<file path="config.mk">
export PLATFORM = sky130hd
export DESIGN_NAME = trigger_latency_meter
export DESIGN_NICKNAME = d
export VERILOG_FILES = /design/src/rtl/trigger_latency_meter.sv
export SDC_FILE = /design/constraint.sdc
export NUM_CORES = 1
export LEC_CHECK = 0
export CELL_PAD_IN_SITES_DETAIL_PLACEMENT = 0
export CELL_PAD_IN_SITES_GLOBAL_PLACEMENT = 1
export CORE_ASPECT_RATIO = 0.6
export CORE_UTILIZATION = 30
export DETAILED_ROUTE_END_ITERATION = 12
export PLACE_DENSITY_LB_ADDON = 0.1
export SLEW_MARGIN = 20
export SYNTH_ARGS = -nofsm -noshare
export SYNTH_HDL_FRONTEND = slang
export SYNTH_SLANG_ARGS = --single-unit
</file>
<file path="constraint.sdc">
create_clock -name clk -period 5.1 [get_ports clk]
set_input_delay 1.02 -clock clk [delete_from_list [all_inputs] [get_ports clk]]
set_output_delay 1.02 -clock clk [all_outputs]
set_load 0.01 [all_outputs]
</file>
<file path="src/rtl/trigger_latency_meter.sv">
// Single-shot latency meter: counts clk cycles between a selected edge on
// start_in and a selected edge on stop_in, with timeout and saturation.
module trigger_latency_meter #(
  parameter int SYNC_STAGES = 3,
  parameter int CNT_BITS    = 32
) (
  input  logic                clk,
  input  logic                rst_n,
  input  logic                start_in,
  input  logic                stop_in,
  input  logic [1:0]          start_edge,
  input  logic [1:0]          stop_edge,
  input  logic [CNT_BITS-1:0] timeout_cycles,
  input  logic                arm,
  input  logic                abort,
  output logic                busy,
  output logic                result_valid,
  output logic [CNT_BITS-1:0] measured_cycles,
  output logic                timed_out,
  output logic                overflow
);

  typedef enum logic [1:0] {S_IDLE, S_ARMED, S_COUNTING, S_DONE} state_t;

  localparam logic [CNT_BITS-1:0] CNT_MAX = '1;

  state_t                 state_q, state_d;
  logic [SYNC_STAGES-1:0] start_sync_q, start_sync_d;
  logic [SYNC_STAGES-1:0] stop_sync_q, stop_sync_d;
  logic                   start_hist_q, start_hist_d;
  logic                   stop_hist_q, stop_hist_d;
  logic [1:0]             start_edge_q, start_edge_d;
  logic [1:0]             stop_edge_q, stop_edge_d;
  logic [CNT_BITS-1:0]    timeout_q, timeout_d;
  logic [CNT_BITS-1:0]    count_q, count_d;
  logic [CNT_BITS-1:0]    measured_q, measured_d;
  logic                   timed_out_q, timed_out_d;
  logic                   overflow_q, overflow_d;
  logic                   busy_q, busy_d;
  logic                   result_valid_q, result_valid_d;

  logic                   start_pulse, stop_pulse, count_sat;
  logic [CNT_BITS:0]      count_inc;

  // 00 rising, 01 falling, 10 both, 11 disabled
  function automatic logic edge_hit(input logic [1:0] sel, input logic cur, input logic prev);
    case (sel)
      2'b00:   edge_hit = cur & ~prev;
      2'b01:   edge_hit = ~cur & prev;
      2'b10:   edge_hit = cur ^ prev;
      default: edge_hit = 1'b0;
    endcase
  endfunction

  always_comb begin
    start_sync_d = {start_sync_q[SYNC_STAGES-2:0], start_in};
    stop_sync_d  = {stop_sync_q[SYNC_STAGES-2:0], stop_in};
    start_hist_d = start_sync_q[SYNC_STAGES-1];
    stop_hist_d  = stop_sync_q[SYNC_STAGES-1];

    // Both channels see the same chain depth, so synchronizer delay cancels.
    start_pulse = edge_hit(start_edge_q, start_sync_q[SYNC_STAGES-1], start_hist_q);
    stop_pulse  = edge_hit(stop_edge_q, stop_sync_q[SYNC_STAGES-1], stop_hist_q);
    count_inc   = {1'b0, count_q} + {{CNT_BITS{1'b0}}, 1'b1};
    count_sat   = (count_q == CNT_MAX);

    state_d      = state_q;
    start_edge_d = start_edge_q;
    stop_edge_d  = stop_edge_q;
    timeout_d    = timeout_q;
    count_d      = count_q;
    measured_d   = measured_q;
    timed_out_d  = timed_out_q;
    overflow_d   = overflow_q;

    if (abort) begin
      state_d = S_IDLE;
    end else begin
      case (state_q)
        S_IDLE, S_DONE: begin
          if (arm) begin
            state_d      = S_ARMED;
            start_edge_d = start_edge;
            stop_edge_d  = stop_edge;
            timeout_d    = timeout_cycles;
            measured_d   = '0;
            timed_out_d  = 1'b0;
            overflow_d   = 1'b0;
          end
        end
        S_ARMED: begin
          if (start_pulse) begin
            count_d = '0;
            if (stop_pulse) begin
              state_d    = S_DONE;
              measured_d = '0;
            end else begin
              state_d = S_COUNTING;
            end
          end
        end
        S_COUNTING: begin
          // Stop takes priority over a coincident timeout.
          if (stop_pulse) begin
            state_d    = S_DONE;
            measured_d = count_sat ? CNT_MAX : count_inc[CNT_BITS-1:0];
            overflow_d = overflow_q | count_sat;
          end else if ((timeout_q != '0) && (count_inc == {1'b0, timeout_q})) begin
            state_d     = S_DONE;
            measured_d  = timeout_q;
            timed_out_d = 1'b1;
          end else if (count_sat) begin
            overflow_d = 1'b1;
          end else begin
            count_d = count_inc[CNT_BITS-1:0];
          end
        end
        default: state_d = S_IDLE;
      endcase
    end

    busy_d         = (state_d == S_ARMED) || (state_d == S_COUNTING);
    result_valid_d = (state_d == S_DONE);
  end

  always_ff @(posedge clk or negedge rst_n) begin
    if (!rst_n) begin
      state_q        <= S_IDLE;
      start_sync_q   <= '0;
      stop_sync_q    <= '0;
      start_hist_q   <= 1'b0;
      stop_hist_q    <= 1'b0;
      start_edge_q   <= 2'b11;
      stop_edge_q    <= 2'b11;
      timeout_q      <= '0;
      count_q        <= '0;
      measured_q     <= '0;
      timed_out_q    <= 1'b0;
      overflow_q     <= 1'b0;
      busy_q         <= 1'b0;
      result_valid_q <= 1'b0;
    end else begin
      state_q        <= state_d;
      start_sync_q   <= start_sync_d;
      stop_sync_q    <= stop_sync_d;
      start_hist_q   <= start_hist_d;
      stop_hist_q    <= stop_hist_d;
      start_edge_q   <= start_edge_d;
      stop_edge_q    <= stop_edge_d;
      timeout_q      <= timeout_d;
      count_q        <= count_d;
      measured_q     <= measured_d;
      timed_out_q    <= timed_out_d;
      overflow_q     <= overflow_d;
      busy_q         <= busy_d;
      result_valid_q <= result_valid_d;
    end
  end

  assign busy            = busy_q;
  assign result_valid    = result_valid_q;
  assign measured_cycles = measured_q;
  assign timed_out       = timed_out_q;
  assign overflow        = overflow_q;

endmodule

</file>
After elaboration in Yosys (flattened, before gate mapping)
Cells that the tools add are included.

cells by class
  $add $sub $neg = 1
  equal/unequal tests = 22
  multiplexer cells = 29
  bitwise gates (word level) = 12
  reduce and logical (&&, ||, !) cells = 14

operators with widths
  operator                                       number
  2-to-1 mux 32 bit                              10
  one-hot mux 32 bit (3 select lines)            1
  one-hot mux 32 bit (2 select lines)            1
  adder 32 x 1 -> 33 bit, second input constant  1
  == test 33 x 32 -> 1 bit                       1
  == test 32 bit, second input constant          1
  nonzero test 32 bit                            1
  AND reduction 5 bit                            3
  != test 2 bit, second input constant           7
  == test 2 bit, second input constant           6
  2-to-1 mux 2 bit                               5
  != test 3 bit, second input constant           3
  == test 2 x 1 -> 1 bit, second input constant  4
  2-to-1 mux 1 bit                               7
  logical NOT 2 bit                              3
  one-hot mux 1 bit (3 select lines)             2
  one-hot mux 2 bit (3 select lines)             1
  AND reduction 6 bit                            1
  inverter 1 bit                                 5
  AND 1 bit                                      4
  one-hot mux 1 bit (2 select lines)             2
  nonzero test 2 bit                             2
  AND reduction 3 bit                            1
  OR reduction 2 bit                             1
  other kinds (4)                                5

storage, ports and cells
  register bits after elaboration = 114
  input bits = 42
  output and inout port bits = 36

Longest topological paths before layout
  depth after elaboration = 9
  gate-level depth with buffers = 13
  depth with buffers taken out = 11

Least setup slack after synthesis
Ideal clock, no wire load.

  path type = register to register
  start point = register count_q[0]
  end point = register busy_q, in the netlist busy
  setup time = 0.126 ns
  arrival = 3.718 ns
  data required time = 4.974 ns
  path slack = 1.256 ns
  cell stages (with the launch flop) = 14
  path buffers = 2
  clock period less this slack = 3.844 ns
  cells stage by stage = dfrtp_1 -> ha_1 -> nand3_1 -> buf_2 -> nor4_1 -> nand3_1 -> xnor3_1 -> nand4_1 -> or4_4 -> nor4_4 -> buf_4 -> nor4_1 -> a2111oi_2 -> ha_1

between the ends
  cells in the longest elaborated chain, start to end = 9
  elaborated cells between the ends (all ways) = 10
  classes of those cells = add/sub (1); eq/ne (3); mux (4); reduce/logical (2)

ends and longest elaborated chain
  what                                                            line  text
  start, declared                                                 35    logic [CNT_BITS-1:0] count_q, count_d;
  start signal, assigned                                          151   count_q <= count_d;
  adder 32 x 1 -> 33 bit (*)                                      64    count_inc = {1'b0, count_q} + {{CNT_BITS{1'b0}}, 1'b1};
  == test 33 x 32 -> 1 bit (*)                                    108   end else if ((timeout_q != '0) && (count_inc == {1'b0, timeout_q})) begin
  logical AND 1 bit (*)                                           108
  2-to-1 mux 2 bit (*)                                            108
  2-to-1 mux 2 bit (*)                                            104   if (stop_pulse) begin
  one-hot mux 2 bit (3 select lines) (*)                          79    case (state_q)
  2-to-1 mux 2 bit (*)                                            76    if (abort) begin
  named net state_d[0]                                            27    state_t state_q, state_d;
  == test 2 x 1 -> 1 bit / == test 2 bit (equally long branches)  122   busy_d = (state_d == S_ARMED) || (state_d == S_COUNTING);
  logical OR 1 bit (*)                                            122
  named net busy_d                                                39    logic busy_q, busy_d;
  end signal, assigned                                            155   busy_q <= busy_d;
  end, declared                                                   39

Mark *: on every way through the listed nets, which the timed path passes. The rest lies on a longest branch.
A chain may end at the register's enable or synchronous reset.

Final worst setup path
  start point = register count_q[9]
  end point = register measured_q[0], in the netlist measured_cycles[0]

between the ends
  cells in the longest elaborated chain, start to end = 5
  elaborated cells between the ends (all ways) = 9
  classes of those cells = add/sub (1); eq/ne (3); mux (3); reduce/logical (2)

ends and longest elaborated chain
  what                                  line  text
  adder 32 x 1 -> 33 bit                64
  == test 33 x 32 -> 1 bit              108
  logical AND 1 bit                     108
  != test 3 bit (no source line)        -
  AND reduction 5 bit (no source line)  -
  end signal, assigned                  152   measured_q <= measured_d;
  end, declared                         36    logic [CNT_BITS-1:0] measured_q, measured_d;

Several ways; a longest one is shown, not always the timed one.

==> results.md <==
- Status: finished, final reports clean
- M1 WL: between 10 and 15 mm
- Pin slew with the least headroom to its limit: 942 ps
- Initial core utilization: 0.307
- Power share of the combinational group: 0.352
- Initial antenna violation count: 0
- HPWL Detailed: 17.8 mm
- Die area: approximately 23,000 µm²
- RSZ-0062 raised after global routing: no
- Post-CTS Resized: 0
- Placed inst area: just under 8000 µm²
- Drt wl/cell: roughly 23 µm
- WL final: 24.7 mm
- Largest area contributor in the netlist: dfrtp_1
- Pre-CTS setup slack: around 610 ps
- Pwr Total: ~4.6 mW
- Sw frac: 0.410
- Worst skew pair latency: 430 ps
- CTS tree: done
- Setup CP Type: flip-flop to flip-flop
- Clock Root Buffer: clkbuf_16
- Pin count of the biggest net entering global routing: 48
- Worst hold path type: flip-flop to flip-flop
- Mapped Nets: between 700 and 800
- Post-CTS setup buffers: 0
- Power share of the sequential group: 0.381
- Warnings, synthesis: 0
- Req. time, crit path: roughly 5400 ps
- Crit path DAT: ~5000 ps
- Clk pin slew, worst setup/hold paths: 60 ps
- Largest cells by area after synthesis: dfrtp_1 40%, mux2_2 6.4%, o221ai_1 4.5%
- Routed via count: around 6,000
- Core Area: roughly 22,000 µm²
- # DRC: 0
- Post-synth EDFFs: 0
- GPL Wtd Cong: ~1
- Worst setup margin: between 400 and 500 ps
- Seq/Total Area, Yosys: 0.419
- Minimum clock period: 4650 ps
- Row count: between 40 and 50
- Met3 wire length: 1.85 mm
- Top_reg_cell synth: dfrtp_1
- Fmax: around 0.21 GHz
- Met2 wire len: ~9.1 mm
- Crit Path Max Fanout: 19
- Dpl cells: a little over 1,000
- Die height: ~120 µm
- Most frequent CP cell: buf_4
- Post-Layout Cell Count: roughly 1,100
- Fin Setup TNS: 0 ps
- First-pass GRT wire length: ~37 mm
- Worst setup EP type: flip-flop
- Layout Area Growth over Synthesis: 24.2%
- Synth cell types: 65
- Final ANT Viol Nets: 0
- Synthesized cell area: 6820 µm²
- Critical path, cell by cell: and4_1 > nand2_1 > or4_1 > o32ai_1 > o2111ai_1 > nor4_4 > buf_4 > o21ai_2 > buf_4 > o2bb2ai_1
- Setup-failing EPs final: 0
- Clk buf depth: 2
- Die X: 197 µm
- Antenna diodes: 0
- Via density: between 5 and 6
- Leakage: ~3.1 nW
- Internal power: ~2.7 mW
- Crit path max-delay cell type: o32ai_1
- Share of the synthesized area in the top cell type: 0.404
- Slew margin rel.: 0.372
- Final Util: 0.382
- Ratio of cells with drive above 1 in the final layout: 0.152
- Filler Cells Inserted: approximately 2,200
- Hold Vio Cnt, Final: 0
- Syn avg cell area: just under 10 µm²
- Final worst-path cycle share: 0.913
- Vias in the first global route: between 5,000 and 6,000
- Top layer in use: met4
- Final nets: between 700 and 800
- Port Buffers: 77
- Final setup skew: ~12 ps
- Max Transition Viols Final: 0
- CTS Sinks: approximately 110
- TritonCTS Buffers: 17
- I/O Pins: between 70 and 80
- GR Overflow Total: 0
- H-tree levels: 4
- Sequential cell area: between 2000 and 3000 µm²
- Final Cell Area: approximately 8500 µm²
- Gate count after technology mapping: ~690
- Hold_ws: around 350 ps
- Pwr dens: around 540 nW/µm²
- Synthesized flop and latch total: roughly 110
- Starting DRC count in detailed routing: 557
- Clk pwr share: 0.268
- TritonRoute pass-1 iters: 5
- Total GRT Usage: 0.220
- Worst VDD drop: 0.257 mV
- Startpoint Class: flip-flop
- Async SR Flop Fraction: 1.00
- Critical path's largest stage delay: between 700 and 800 ps
- # hold bufs at CTS: 0
- Max-cap violations: 0
- Multi-input gate area: between 3000 and 4000 µm²
- Net Sw Power: 1.87 mW
==> final timing paths <==
kind | slack [ps] | start | end | cells past startpoint
max in group asynchronous | 3550 | rst_n | timeout_q[13] | 2
worst min register to register | 350 | start_sync_q[0] | start_sync_q[1] | 0
worst max register to register | 450 | count_q[9] | measured_cycles[0] | 10
worst max-delay path | 450 | count_q[9] | measured_cycles[0] | 10
worst min-delay path | 350 | start_sync_q[0] | start_sync_q[1] | 0
min in group asynchronous | 560 | rst_n | count_q[19] | 1
==> synth_stat cells, types with 9 or more instances <==
cell type  instances
buf_2              9
xor2_1            19
nor3_1            11
xnor2_1           35
o21ai_0           22
o2bb2ai_1         32
clkbuf_1          49
nor2_1            19
dfrtp_1          110
inv_1             23
o22ai_1           14
nand4_1           17
o311ai_0          15
ha_1               9
nor4_1            19
nand2_1           45
nand3_1           52
mux2_2            39
o221ai_1          35
==> area by class of cell <==
class / instances / area share
Clock buffer: 24 / 0.0581
Clock inverter: 8 / 0.0123
Inverter: 23 / 0.0102
Multi-Input combinational cell: 491 / 0.427
Sequential cell: 114 / 0.338
Tap cell: 308 / 0.0455
Timing Repair Buffer: 98 / 0.109
==> critical path, delay by kind of cell (launching register included) <==
kind,cells,cell delay (ps)
AND/OR/NAND/NOR,4,1730
AO/OA/AOI/OAI,4,1580
flip-flops,1,640
buffers and inverters,2,560
==> kinds of logic after synthesis <==
family,share of synthesized area
and+or+nand+nor,0.180
xor gates and xnor gates,0.0727
DFF,0.419
adders and majority gates,0.0165
buffers and inverters,0.0536
AOI/OAI and AO/OA,0.186
muxes,0.0718
==> cells in the final DEF, fill, tap and decap left out, types with 15 or more instances in the layout <==
cell type	n
dfrtp_1	110
clkdlybuf4s50_1	76
nand3_1	52
nand2_1	45
mux2_2	39
xnor2_1	35
o221ai_1	35
o2bb2ai_1	32
inv_1	23
buf_4	22
o21ai_0	21
nor4_1	19
nor2_1	19
xor2_1	19
nand4_1	17
clkbuf_16	17
o311ai_0	15
==> state kept, by name (all words and copies together), names as in the netlist <==
register / flops
count_q: 32
measured_cycles: 32
timeout_q: 32
start_sync_q: 3
stop_sync_q: 3
start_edge_q: 2
state_q: 2
stop_edge_q: 2
busy: 1
overflow: 1
result_valid: 1
start_hist_q: 1
stop_hist_q: 1
timed_out: 1
==> metal layers <==
layer / global-route usage / vias up
met1: 0.363 / 3078
met5: 0 / -
met4: 0.0610 / 0
met2: 0.259 / 233
li1: - / 2746
met3: 0.0634 / 21
==> power groups by stage <==
| stage | Combinational (mW) | Clock (mW) | Sequential (mW) |
|---|---|---|---|
| after floorplan | 1.28 | 0 | 1.40 |
| after global placement | 1.58 | 0 | 1.73 |
| after detailed placement | 1.58 | 0 | 1.73 |
| after CTS | 1.59 | 1.25 | 1.72 |
| after global routing | 1.74 | 1.29 | 1.78 |
| final | 1.60 | 1.22 | 1.74 |
No activity file was read; power rests on OpenSTA's default activity.
